<file path="src/rtl/imem_load_controller.sv">
`default_nettype none
//------------------------------------------------------------------------------
// Module      : imem_load_controller
// Description : Shares one single-port, word-organised instruction memory
//               between the fetch stage (read) and a program loader (write).
//               In RUN, fetch owns the port through a zero-latency
//               combinational path. A load_start pulse hands the port to the
//               loader. Words then stream in over a valid/ready handshake.
//               While the load runs, fetch is stalled (it sees NOP_WORD) and
//               the core is held in reset. A one-cycle DONE state then
//               releases the core.
// Revision    : 1.0 - initial release
//
// Optional feature:
//   IMEM_LOAD_CHECKSUM_EN - adds the output load_checksum. This is the
//                           modular sum of all words accepted in the current
//                           load. It clears when a load starts, and holds
//                           from DONE until the next load.
//
// Ports:
//   clk, reset        system clock (rising edge); synchronous active-high reset
//   fetch_addr        byte address from the PC
//   fetch_instr       instruction to IF (NOP_WORD while stalled)
//   fetch_stall       PC/IF hold request
//   fetch_misaligned  fetch_addr[1:0] != 0; flag only
//   load_start        one-cycle pulse that starts a load
//   load_base         byte start address of the load; bits [1:0] are ignored
//   load_count        number of words to load (0 .. depth)
//   load_valid        load_data is valid
//   load_data         word to write
//   load_ready        controller accepts load_data this cycle
//   load_busy         a load is in progress
//   load_done         one-cycle pulse when a load completes
//   load_checksum     (optional) sum of the accepted words
//   core_hold         holds the pipeline in reset
//   mem_addr          word index to the memory
//   mem_we            memory write enable
//   mem_wdata         memory write data
//   mem_rdata         combinational read data from the memory
//------------------------------------------------------------------------------
module imem_load_controller #(
  parameter int                    ADDRESS_BITS = 12,
  parameter int                    DATA_WIDTH   = 32,
  parameter logic [DATA_WIDTH-1:0] NOP_WORD     = 32'h0000_0013
) (
  input  logic                    clk,
  input  logic                    reset,
  // fetch side
  input  logic [ADDRESS_BITS-1:0] fetch_addr,
  output logic [DATA_WIDTH-1:0]   fetch_instr,
  output logic                    fetch_stall,
  output logic                    fetch_misaligned,
  // loader side
  input  logic                    load_start,
  input  logic [ADDRESS_BITS-1:0] load_base,
  input  logic [ADDRESS_BITS-2:0] load_count,
  input  logic                    load_valid,
  input  logic [DATA_WIDTH-1:0]   load_data,
  output logic                    load_ready,
  output logic                    load_busy,
  output logic                    load_done,
`ifdef IMEM_LOAD_CHECKSUM_EN
  output logic [DATA_WIDTH-1:0]   load_checksum,
`endif
  // core and memory side
  output logic                    core_hold,
  output logic [ADDRESS_BITS-3:0] mem_addr,
  output logic                    mem_we,
  output logic [DATA_WIDTH-1:0]   mem_wdata,
  input  logic [DATA_WIDTH-1:0]   mem_rdata
);

  localparam int c_WORD_BITS = ADDRESS_BITS - 2;  // word index width
  localparam int c_CNT_BITS  = ADDRESS_BITS - 1;  // holds 0 .. depth

  typedef enum logic [1:0] {
    S_RUN  = 2'd0,
    S_LOAD = 2'd1,
    S_DONE = 2'd2
  } state_t;

  state_t                  r_state;
  logic [c_WORD_BITS-1:0]  r_ptr;
  logic [c_CNT_BITS-1:0]   r_remaining;
  logic                    r_fetch_stall;
  logic                    r_load_ready;
  logic                    r_load_busy;
  logic                    r_load_done;
  logic                    r_core_hold;
`ifdef IMEM_LOAD_CHECKSUM_EN
  logic [DATA_WIDTH-1:0]   r_checksum;
`endif

  logic                    w_in_load;
  logic                    w_beat;
  logic                    w_last_beat;
  logic                    w_unused;

  assign w_in_load   = (r_state == S_LOAD);
  assign w_beat      = w_in_load & r_load_ready & load_valid;
  assign w_last_beat = (r_remaining == c_CNT_BITS'(1));

  // The low byte-address bits of the load base only select a byte lane.
  // A word-organised memory has no use for them.
  assign w_unused    = &{1'b0, load_base[1:0]};

  //----------------------------------------------------------------------------
  // Control FSM. The status outputs are computed together with the next state,
  // so they are registered and valid for the whole of each state.
  //----------------------------------------------------------------------------
  always_ff @(posedge clk) begin
    if (reset) begin
      r_state       <= S_RUN;
      r_ptr         <= '0;
      r_remaining   <= '0;
      r_fetch_stall <= 1'b0;
      r_load_ready  <= 1'b0;
      r_load_busy   <= 1'b0;
      r_load_done   <= 1'b0;
      r_core_hold   <= 1'b0;
`ifdef IMEM_LOAD_CHECKSUM_EN
      r_checksum    <= '0;
`endif
    end else begin
      case (r_state)
        S_RUN: begin
          // The fetch in this cycle is still served. The loader owns the
          // port from the next cycle on.
          if (load_start) begin
            r_fetch_stall <= 1'b1;
            r_core_hold   <= 1'b1;
`ifdef IMEM_LOAD_CHECKSUM_EN
            r_checksum    <= '0;
`endif
            if (load_count != '0) begin
              r_state      <= S_LOAD;
              r_ptr        <= load_base[ADDRESS_BITS-1:2];
              r_remaining  <= load_count;
              r_load_ready <= 1'b1;
              r_load_busy  <= 1'b1;
            end else begin
              // Empty load: nothing is written, but the handshake still ends
              // with a completion pulse.
              r_state     <= S_DONE;
              r_load_done <= 1'b1;
            end
          end
        end

        S_LOAD: begin
          if (w_beat) begin
            // The pointer wraps naturally at the memory depth. A full-depth
            // load therefore writes every word once and ends where it began.
            r_ptr       <= r_ptr + c_WORD_BITS'(1);
            r_remaining <= r_remaining - c_CNT_BITS'(1);
`ifdef IMEM_LOAD_CHECKSUM_EN
            r_checksum  <= r_checksum + load_data;
`endif
            if (w_last_beat) begin
              r_state      <= S_DONE;
              r_load_ready <= 1'b0;
              r_load_busy  <= 1'b0;
              r_load_done  <= 1'b1;
            end
          end
        end

        S_DONE: begin
          // The core is held for this one extra cycle, so it leaves reset
          // one cycle after the final write.
          r_state       <= S_RUN;
          r_load_done   <= 1'b0;
          r_fetch_stall <= 1'b0;
          r_core_hold   <= 1'b0;
        end

        default: begin
          r_state       <= S_RUN;
          r_fetch_stall <= 1'b0;
          r_load_ready  <= 1'b0;
          r_load_busy   <= 1'b0;
          r_load_done   <= 1'b0;
          r_core_hold   <= 1'b0;
        end
      endcase
    end
  end

  //----------------------------------------------------------------------------
  // Memory port steering. The fetch path is purely combinational.
  //----------------------------------------------------------------------------
  assign mem_addr  = w_in_load ? r_ptr : fetch_addr[ADDRESS_BITS-1:2];
  // A reset arriving mid-load must not let a last stray beat into memory.
  assign mem_we    = w_beat & ~reset;
  assign mem_wdata = load_data;

  assign fetch_instr      = r_fetch_stall ? NOP_WORD : mem_rdata;
  assign fetch_misaligned = |fetch_addr[1:0];

  assign fetch_stall = r_fetch_stall;
  assign load_ready  = r_load_ready;
  assign load_busy   = r_load_busy;
  assign load_done   = r_load_done;
  assign core_hold   = r_core_hold;
`ifdef IMEM_LOAD_CHECKSUM_EN
  assign load_checksum = r_checksum;
`endif

endmodule
`default_nettype wire
</file>
<file path="config.mk">
export PLATFORM = sky130hd
export DESIGN_NAME = imem_load_controller
export DESIGN_NICKNAME = d
export VERILOG_FILES = /design/src/rtl/imem_load_controller.sv
export SDC_FILE = /design/constraint.sdc
export NUM_CORES = 1
export LEC_CHECK = 0
export ABC_AREA = 1
export CELL_PAD_IN_SITES_DETAIL_PLACEMENT = 0
export CELL_PAD_IN_SITES_GLOBAL_PLACEMENT = 2
export CORE_ASPECT_RATIO = 2
export CORE_MARGIN = 2
export CORE_UTILIZATION = 15
export CTS_BUF_LIST = sky130_fd_sc_hd__clkbuf_16
export CTS_CLUSTER_SIZE = 16
export DETAILED_ROUTE_END_ITERATION = 8
export PLACE_DENSITY_LB_ADDON = 0.1
export SETUP_SLACK_MARGIN = 0.4
export SLEW_MARGIN = 10
export SYNTH_ARGS = -nofsm -noshare
export SYNTH_HDL_FRONTEND = slang
export SYNTH_SLANG_ARGS = --single-unit
</file>
<file path="constraint.sdc">
create_clock -name clk -period 1.7 [get_ports clk]
set_clock_uncertainty 0.1 [all_clocks]
set_input_delay 0.34 -clock clk [delete_from_list [all_inputs] [get_ports clk]]
set_output_delay 0.34 -clock clk [all_outputs]
set_load 0.03 [all_outputs]
</file>
==> Word level (Yosys, flattened, before mapping) <==
Index checks and enable logic that the tools add are counted.
{ "classes": {"add_sub_neg": 2, "eq_ne": 8, "n_mux": 27, "bitwise": 6, "reduce_logical": 9} }
{ "ops": {"columns": ["operator", "n"], "rows": [
  ["$mux 10", 4],
  ["$mux 11", 3],
  ["$mux 32", 1],
  ["$pmux 11 s2", 1],
  ["$pmux 10 s2", 1],
  ["$eq 11x1->1 const B", 1],
  ["$reduce_bool 11->1", 1],
  ["$sub 11x1->11 const B", 1],
  ["$add 10x1->10 const B", 1],
  ["$mux 1", 9],
  ["$mux 2", 4],
  ["$reduce_and 4->1", 2],
  ["$ne 2x2->1 const B", 3],
  ["$reduce_and 5->1", 1],
  ["$ne 2x1->1 const B", 2],
  ["$pmux 1 s2", 2],
  ["$pmux 2 s2", 1],
  ["$and 1x1->1", 3],
  ["$not 1->1", 3],
  ["$pmux 1 s3", 1],
  ["$reduce_and 3->1", 1],
  ["$eq 2x1->1 const B", 1],
  ["$eq 2x2->1 const B", 1],
  ["$logic_not 2->1", 1],
  ["3 further kinds", 3]
]} }
{ "totals": {"regBits": 26, "out_inout_bits": 81} }

==> Logic depth before layout (Yosys ltp) <==
Gate-level depths: netlist of run 1.
{ "logic_depth": {"depth_word": 5, "depth_mapped": 10, "mapped_depth_nobuf": 10} }

==> Worst setup path after synthesis of run 1 <==
OpenSTA, ideal clock, no wires.
{ "synth_path": {"path_type": "register to output", "from": "reg r_state[0]", "to": "out mem_addr[1]", "arrival_time_ps": 1644, "setup_slack_ps": -384, "stages_incl_launch_ff": 7, "path_buffers": 2, "path_cell_list": "dfxtp_1 > inv_2 > nor2_4 > inv_2 > buf_2 > buf_2 > o21ai_0"} }
{ "synth_between": {"elab_chain_len": 2} }
{ "synth_lines": {"columns": ["item", "line_no", "rtl"], "rows": [
  ["start: declaration", "82", "state_t r_state;"],
  ["start signal: assignment", "113", "r_state <= S_RUN;"],
  ["start signal: assignment", "136", "r_state <= S_LOAD;"],
  ["start signal: assignment", "144", "r_state <= S_DONE;"],
  ["$eq 2x1->1", "99", "assign w_in_load = (r_state == S_LOAD);"],
  ["$mux 10", "192", "assign mem_addr = w_in_load ? r_ptr : fetch_addr[ADDRESS_BITS-1:2];"],
  ["end: declaration", "67", "output logic [ADDRESS_BITS-3:0] mem_addr,"]
]} }
Every way passes these cells.

==> Worst setup path in the final report of run 1 <==
Ends and elaborated chain as after synthesis.

==> results of run 1 <==
-- worst max-delay path by stage --
| stage | start | to | slack (ns) | cells past startpoint |
|---|---|---|---|---|
| 2_1_floorplan | r_state[0] | mem_addr[1] | 0.13 | 6 |
| 3_3_place_gp | load_count[3] | r_ptr[9] | -0.35 | 10 |
| 3_5_place_dp | load_count[6] | r_ptr[9] | -0.41 | 10 |
| 4_1_cts | r_state[0] | mem_addr[4] | -0.23 | 8 |
| 5_1_grt | r_state[0] | r_remaining[5] | -0.24 | 14 |
| 6_report | r_state[0] | mem_addr[1] | -0.19 | 9 |
-- synthesized netlist by cell type, drive strengths merged (4+ instances only) --
cell and count:
a21oi 22, nor2 71, nand3 23, inv 60, or2 4, dfxtp 26, o21ai 20, buf 43
o211ai 6, clkbuf 6, nand2 101, nor3 5
-- logic make-up (layout without fill, tap and decap cells) --
| kind of cell | Yosys count | in the layout | synth area share, % |
|---|---|---|---|
| xor gates and xnor gates | 1 | 1 | 0.3813 |
| adders and majority gates | 3 | 3 | 1.634 |
| AOI/OAI and AO/OA | 52 | 52 | 12.47 |
| buffers and inverters | 109 | 250 | 24.18 |
| and+or+nand+nor | 208 | 208 | 38.67 |
| DFF | 26 | 26 | 22.66 |
-- cells in the final DEF (no fill, tap or decap), types with 9 or more instances in the layout --
cell type / count
sky130_fd_sc_hd__nor2_1: 35
sky130_fd_sc_hd__buf_12: 15
sky130_fd_sc_hd__a21oi_2: 9
sky130_fd_sc_hd__inv_1: 41
sky130_fd_sc_hd__nand2_1: 80
sky130_fd_sc_hd__buf_6: 60
sky130_fd_sc_hd__nor2_4: 33
sky130_fd_sc_hd__inv_2: 17
sky130_fd_sc_hd__clkdlybuf4s50_1: 42
sky130_fd_sc_hd__nand2_4: 12
sky130_fd_sc_hd__o21ai_2: 11
sky130_fd_sc_hd__buf_4: 34
sky130_fd_sc_hd__a21oi_1: 13
sky130_fd_sc_hd__nand2_2: 9
sky130_fd_sc_hd__dlygate4sd2_1: 20
sky130_fd_sc_hd__nand3_1: 18
sky130_fd_sc_hd__dfxtp_1: 22
-- cell type report --
| type | count | share of cell area [%] |
|---|---|---|
| Inverter | 60 | 4.709 |
| Clock inverter | 1 | 0.6012 |
| Multi-Input combinational cell | 264 | 35.32 |
| Clock buffer | 3 | 1.503 |
| Sequential cell | 26 | 10.57 |
| Timing Repair Buffer | 186 | 42.33 |
| Tap cell | 198 | 4.960 |
-- report_power, final --
group / switching, µW / internal, µW / leakage (µW)
clock: 263 / 471 / 0.0000511
combinational: 1050 / 1030 / 0.00200
sequential: 69.7 / 683 / 0.000216
total: 1380 / 2190 / 0.00227
-- timing repair --
action,CTS,global route
pin swaps,42,20
setup buffers,18,3
hold buffers,0,0
endpoints found under the setup margin,74,72
cloned,7,0
gates resized for setup,200,35
-- routing by layer --
| metal | wire, µm | track usage, % | vias up | share of wire, % |
|---|---|---|---|---|
| li1 | - | - | 1483 | - |
| met1 | 3988 | 14.32 | 1282 | 41 |
| met2 | 5399 | 21.42 | 58 | 55 |
| met3 | 315 | 1.765 | 5 | 3.2 |
| met4 | 93 | 2.652 | 0 | 0.95 |
| met5 | 0 | 0 | - | 0 |
-- through the flow --
stage	std cells	instance area, µm²	utilization [%]	setup slack [ns]	hold WS (ns)
3_5_place_dp	706	4019	26.55	-0.4095	0.3633
6_report	738	4995	33.00	-0.1902	0.3720
3_3_place_gp	706	4019	26.55	-0.3477	0.3657
2_1_floorplan	399	2631	-	0.1338	0.3567
4_1_cts	735	4866	32.15	-0.2320	0.3686
5_1_grt	738	4995	33.00	-0.2396	0.4168
-- worst max-delay path, cell delays in order, from the launching register on --
cell                      delay (ns)
sky130_fd_sc_hd__dfxtp_2        0.33
sky130_fd_sc_hd__inv_2          0.05
sky130_fd_sc_hd__nor2_4         0.11
sky130_fd_sc_hd__buf_6          0.14
sky130_fd_sc_hd__buf_6          0.12
sky130_fd_sc_hd__inv_8          0.04
sky130_fd_sc_hd__buf_12         0.13
sky130_fd_sc_hd__nand2_2        0.07
sky130_fd_sc_hd__o21ai_4        0.05
sky130_fd_sc_hd__buf_6          0.13
-- flip-flops by register name, indices dropped and copies added, names as in the netlist --
register,count
core_hold,1
load_busy,1
load_done,1
r_ptr,10
r_remaining,11
r_state,2
==> summary.md, run 1 <==
In the synthesized netlist the async set-or-reset flop fraction comes to 0%. In the final layout, the multi-input gates occupy 1764 µm². The first global-routing pass estimated 15070 µm of wire.

The path with the worst hold slack has its endpoint at load_done. Entering global routing, the biggest net connects 16 pins. The worst-case register-to-register setup slack came out at -0.12 ns.

Number of warnings reported in the yosys synthesis log: 0. The clock drives 26 sinks. Counting flops with a built-in enable in the synthesized netlist gives 0. Hold violation total from the final report: 0. The number of nets handed over by synthesis was 505. In this run the critical register-to-register path is launched from r_state[0].

The global-route congestion overflow total came out at 0. In this run the cell area of the synthesized design comes to 2297 µm². The congestion estimate from routability-driven global placement came to 0.6778.

Final setup slack of the worst path: -0.1902 ns. The initial utilization of the core area, before any placement, comes to 15.18%. The run gives 2841 as the number of global-route vias before repair. In this run the clock root is driven by a sky130_fd_sc_hd__clkbuf_16. At the pin with the least slew margin, the transition time is 0.7697 ns. The critical-path maximum fanout works out to 5. The max-slew violation total from the final report is 0. The sum of net half-perimeters after detailed placement is 7221 µm, and the final antenna diode count is 0. The tools report the relative slew slack as 48.63%. The startpoint identified for the worst hold timing path is load_done. The number of clock buffers added by TritonCTS is 3. Clock tree buffer depth: 2. The worst setup path is launched from a register. The most used flip-flop cell after synthesis is sky130_fd_sc_hd__dfxtp_1. The logs give 9797 µm for the post-detailed-routing wire length and 647 for the net count reported at finish. In this run the worst hold path is classified as reg2reg.

Counting cells, the worst reg-to-reg path comes to 14. The region available for standard cell placement spans 15130 µm². Measured along the x axis, the die boundary spans 91.51 µm. The height of the chip came out at 179.0 µm. The run gives 16380 µm² as the full die area.

For the number of inserted filler cells in the final layout, the log shows 1647. Across the whole layout, storage elements account for 528.0 µm². The leading area contributor after synthesis was sky130_fd_sc_hd__dfxtp_1.

Derived from the worst setup path, the maximum achievable clock frequency is 529.0 MHz. TritonCTS built the clock tree. Total global-route track usage: 11.72%. In the finished design, the share of the clock period the worst path needs comes to 111.2%. Setup repair after global routing could not meet its margin everywhere. The synthesized design contains 26 register bits.

The clock reaches the later pin of the worst-skew pair after 0.28 ns. The initial antenna violation count was 0. The number of distinct library cell variants in the gate-level netlist after synthesis was 28; the number of vias per cell was 3.832. Power comes to 3570 µW. The minimum period implied by the final worst setup slack is 1.890 ns.

In this run, the number of DRC markers left after iteration 0 of detailed routing was 57. The tools report the portion of the post-synthesis area used by sequential elements as 22.66%. IR analysis of the VDD net gives a maximum drop of 0.5548 mV.

In this run the biggest area consumer among cell types represents 22.66% of the synthesized area. Data arrives at the worst endpoint at 1.45 ns. The number of vias after detailed routing was 2828. In the final routed layout, each cell accounts on average for 13.28 µm. The worst hold path depth is 2, and the signed area change from the synthesized netlist to the final layout is 117.4%. After routing, the total negative slack on setup checks comes to -2.549 ns. The maximum level of the CTS H-tree is 1. For the worst setup path, the data required time is 1.26 ns. Number of max-cap violations: 0. The run gives 4 as the number of iterations in the first detailed-routing pass.

The end of the worst register-to-register path is r_remaining[5]. Setup violations remaining at the end of the flow were counted as 28. Cells with a size suffix above 1 make up 44.63% of the layout. For this design the static power due to leakage is 0.002269 µW. The I/O pin count came out at 184.

The number of routed nets with antenna violations came out at 0. The worst setup path is of the reg2out kind. After synthesis, the cell types taking the most area are sky130_fd_sc_hd__dfxtp_1 (23%), sky130_fd_sc_hd__nand2_1 (16%), sky130_fd_sc_hd__buf_4 (11%), sky130_fd_sc_hd__nor2_1 (11%), sky130_fd_sc_hd__inv_1 (9.3%).

The standard-cell row count came out at 64. Buffers placed on the I/O ports in this run total 117. The final reports fail on setup timing. The flow ran to the end, but the final reports show violations. The power density over cell area is 714.7 nW/µm². After clock tree synthesis, the clock-pin slew on the worst setup and hold paths is 0.07 ns.

The mean cell area of the mapped netlist is 5.757 µm². Count of mapped cells out of synthesis: 399. STA classifies the critical path endpoint as an output pin. For this run, design rule violations remaining after detail routing come to 0.
Note: power is estimated with default switching activity, not from simulation.
==> run 2, diff against run 1 <==
- ABC_AREA: 1 -> 0
- CELL_PAD_IN_SITES_DETAIL_PLACEMENT: 0 -> default
- CELL_PAD_IN_SITES_GLOBAL_PLACEMENT: 2 -> default
- CORE_UTILIZATION: 15 -> 25
- PLACE_DENSITY_LB_ADDON: 0.1 -> default
==> summary.md, run 2 <==
The tools report the pre-CTS worst setup slack as -0.3841 ns (+0.02539 ns). Number of max-cap violations: 0 (unchanged). For the total net switching power, the log shows 1096 µW (-21%). In the final layout, the registers with the most flip-flops are r_remaining: 11 flops, r_ptr: 10 flops, r_state: 2 flops. The count of mapped cells out of synthesis is 313 (-22%). The tools report the required time of the critical path as 1.75 ns (+0.49 ns). The number of vias after detailed routing was 2946 (+4.2%); the number of synthesized register bits was 26 (unchanged).

The run gives 0 (unchanged) as the cts-stage hold buffer count. The standard-cell row count is 49 (-23%). The worst-case register-to-register setup slack is -0.09 ns (+0.03 ns). The number of nets produced by synthesis is 419 (-17%). The flow ran to the end, but the final reports show violations.

In the synthesized netlist, the cells that appear most often are sky130_fd_sc_hd__nand2_1 (42), sky130_fd_sc_hd__buf_4 (37), sky130_fd_sc_hd__nor2b_1 (31), sky130_fd_sc_hd__dfxtp_1 (26), sky130_fd_sc_hd__a21oi_1 (23). Main combinational cell family by area after synthesis: simple AND/OR/NAND/NOR gates. For the share of power burned in the clock network, the log shows 21.2% (+0.6 points). The type of element launching the critical path is a register. The initial antenna violation count is 0 (unchanged), and the signed area change from the synthesized netlist to the final layout is 116.2%.

The tools report the internal power contribution as 1981 µW (-9.5%). The run gives 566 (-13%) as the net count reported at finish. The number of synthesized flops with an enable pin is 0 (unchanged), and the relative slew slack is 75.89% (+27 points).

I/O pin count: 184 (unchanged). Total global-route track usage: 18.03% (+6.3 points). The run gives 5049 µm² (+1.1%) as the final instance area. The count of port buffers added during placement was 117 (unchanged); the share of synthesized area spent on multiplexers was 0% (unchanged). Worst-skew pair later-pin latency: 0.27 ns (about the same).

Share of the clock period used by the worst path: 105.2% (-6.0 points). The maximum level of the CTS H-tree was 1 (unchanged); the portion of the post-synthesis area used by sequential elements was 22.29% (-0.36 points). The kind of critical path was reg2reg. The final-report setup violation count is 9 (-68%). The synthesized-area fraction occupied by xor and xnor cells was 0% (-0.38 points).

For the number of DRC violations after detailed-routing iteration 0, the log shows 108 (+89%). The critical-path maximum fanout was 4 (-1). The total power is 3076 µW (-14%).

The top cell types in the final layout, fill and taps aside, are sky130_fd_sc_hd__buf_6 (64), sky130_fd_sc_hd__clkdlybuf4s50_1 (50), sky130_fd_sc_hd__buf_4 (42). The sum of net half-perimeters after detailed placement is 6835 µm (-5.4%), and the full die area is 10180 µm² (-38%). Peak clock frequency supported by timing: 559.4 MHz (+5.7%). TritonCTS built the clock tree. By instance count, the leading cell after synthesis is sky130_fd_sc_hd__nand2_1.

For the post-detailed-routing wire length, the log shows 9689 µm (-1.1%). After synthesis, the cell types taking the most area are sky130_fd_sc_hd__dfxtp_1 (22%), sky130_fd_sc_hd__buf_4 (12%), sky130_fd_sc_hd__nor2b_1 (8.3%), sky130_fd_sc_hd__nand2_1 (6.8%), sky130_fd_sc_hd__a21oi_1 (4.9%). The area of the core came out at 9012 µm² (-40%). The number of global-route vias before repair was 3008 (+5.9%).

In this run the worst hold path is classified as in2reg. The measured slew at the worst slew-check pin works out to 0.3612 ns (-0.4085 ns). The number of vias per cell is 5.251 (+37%), and the endpoint arrival time on the critical path is 1.83 ns (+0.38 ns).

STA classifies the critical path endpoint as a register. The run gives 55.1% (-3.2 points) as the power share of the combinational group. The run gives 2 (unchanged) as the clock tree buffer depth. The number of warnings reported in the yosys synthesis log is 0 (unchanged). Ranked by flip-flop count, first place goes to r_remaining. Most used flip-flop cell after synthesis: sky130_fd_sc_hd__dfxtp_1. The global-route congestion overflow total was 0 (unchanged). The die boundary width is 72.34 µm (-21%). The minimum period implied by the final worst setup slack was 1.788 ns (-0.1024 ns). The final setup slack of the worst path came out at -0.08779 ns (+0.1024 ns). The netlist area before placement is 2335 µm² (+1.6%), and the post-synthesis compound-gate area fraction is 24.76% (+12 points).

The largest net degree at the start of global routing is 20 (+4). The logs give 23.7% (+2.6 points) for the sequential cell fraction of total power and 788 (-52%) for the number of inserted filler cells in the final layout. For the leakage dissipation, the log shows 0.002140 µW (-5.7%).

The tools report the DRC violation count after routing as 0 (unchanged). The fraction of registers with async set/reset was 0% (unchanged). The number of clock sinks seen by CTS is 26 (unchanged), and the flip-flop count of the largest register, all copies and words added is 11 (unchanged). The layout cell share with drive strength beyond 1 works out to 56.64% (+12 points).

The tools report the number of routed nets with antenna violations as 0 (unchanged). Setup repair after global routing could not meet its margin everywhere. The final antenna diode count was 0 (unchanged); the post-synthesis adder-cell area fraction was 1.608% (-0.026 points).

The weighted congestion reported at the end of routability-driven placement came out at 0.8834 (+30%). The run gives 14610 µm (-3.1%) as the first-pass GRT wire length. Clock-pin slew on the worst setup and hold paths: 0.07 ns (about the same). The total cell area at the placement stage was 4036 µm² (+0.44%); the simple-gate portion of the synthesized area was 33.28% (-5.4 points). The mean cell area of the mapped netlist was 7.459 µm² (+30%). For the max-slew violation total from the final report, the log shows 0 (unchanged).

The per-cell routed wire length is 17.27 µm (+30%). The fraction of post-synthesis cell area in the top cell type by area works out to 22.29% (-0.36 points). The tools report the hold violation total from the final report as 0 (unchanged). The worst-case vdd ir drop was 0.3755 mV (-32%); the fraction of power spent switching nets was 35.61% (-3.1 points).

The logs give 4 (unchanged) for the number of iterations in the first detailed-routing pass and 25.91% (+11 points) for the starting utilization of the core area. Power density over cell area: 609.4 nW/µm² (-15%). Most common cell after layout, fill and taps aside: sky130_fd_sc_hd__buf_6. Summed over all instances, the cell type with the most area after synthesis is sky130_fd_sc_hd__dfxtp_1. The logs give 48 (+71%) for the number of distinct library cell variants in the gate-level netlist after synthesis and 3 (unchanged) for the CTS buffer count. The height of the chip was 140.7 µm (-21%). The tools report the root cell of the clock tree as sky130_fd_sc_hd__clkbuf_16. The final reports fail on setup timing.
run 2: cell types whose count changed after synthesis, moves of 7 or more:
cell	delta
sky130_fd_sc_hd__a31oi_1	+7
sky130_fd_sc_hd__inv_1	-52
sky130_fd_sc_hd__nand2_1	-58
sky130_fd_sc_hd__nand3_1	-15
sky130_fd_sc_hd__nor2_1	-50
sky130_fd_sc_hd__nor2b_1	+31
sky130_fd_sc_hd__o21ai_0	-18
sky130_fd_sc_hd__o311ai_0	+9
sky130_fd_sc_hd__o31ai_1	+13
run 2: metrics by stage:
step	utilization, %	hold slack [ns]	setup TNS [ns]	std cells
finish	56.02	0.3059	-0.2149	561
global route	56.02	0.3121	-1.039	561
CTS	53.88	0.3064	-0.2755	557
detailed placement	44.79	0.3814	-7.777	524
global placement	44.79	0.3786	-7.336	524
floorplan	-	0.3688	-0.01308	313
run 2: critical path, stage by stage, from the launching register on:
cell and delay, ns:
sky130_fd_sc_hd__dfxtp_2 0.33, sky130_fd_sc_hd__inv_2 0.07, sky130_fd_sc_hd__ha_4 0.14, sky130_fd_sc_hd__or4b_4 0.51, sky130_fd_sc_hd__o31a_1 0.27, sky130_fd_sc_hd__nor3_2 0.17
sky130_fd_sc_hd__o41ai_2 0.07
run 2: area by class of cell:
cell class | count | area, µm² | area share [%]
multi-input combinational | 227 | 2091 | 41.41
tap | 102 | 127.6 | 2.528
sequential | 26 | 544.3 | 10.78
inverter | 5 | 22.52 | 0.4461
timing repair buffer | 197 | 2163 | 42.85
clock buffer | 4 | 100.1 | 1.983
run 2: worst paths after layout:
path | startpoint | end | cells after the start
min reg2reg | load_done | load_done | 2
max reg2reg | r_remaining[1] | r_remaining[10] | 6
min | load_count[3] | r_remaining[3] | 3
max | r_remaining[1] | r_remaining[10] | 6
run 2: cells by family after synthesis:
logic type / Yosys count
adder cells (fa/ha/maj): 3
AND/OR/NAND/NOR: 144
AO/OA/AOI/OAI: 80
buffers and inverters: 60
flip-flops: 26
run 2: power groups by stage:
stage | Clock [µW] | Sequential, µW | Combinational, µW
5_1_grt | 687 | 738 | 1800
3_3_place_gp | 0 | 736 | 1310
3_5_place_dp | 0 | 738 | 1320
4_1_cts | 665 | 726 | 1610
2_1_floorplan | 0 | 730 | 923
6_report | 651 | 729 | 1700
run 2: what timing repair did:
action | CTS | global route
setup endpoints to repair | 74 | 71
gates cloned | 4 | 1
pin swaps | 20 | 15
resized for setup | 149 | 40
setup buffers | 25 | 3
run 2: layer usage:
layer | track usage [%] | part of all wire [%] | vias to the layer above
met1 | 17.69 | 32 | 1403
li1 | - | - | 1394
met3 | 1.501 | 4.8 | 39
met2 | 34.91 | 58 | 110
met5 | 0 | 0 | -
met4 | 10.43 | 4.9 | 0
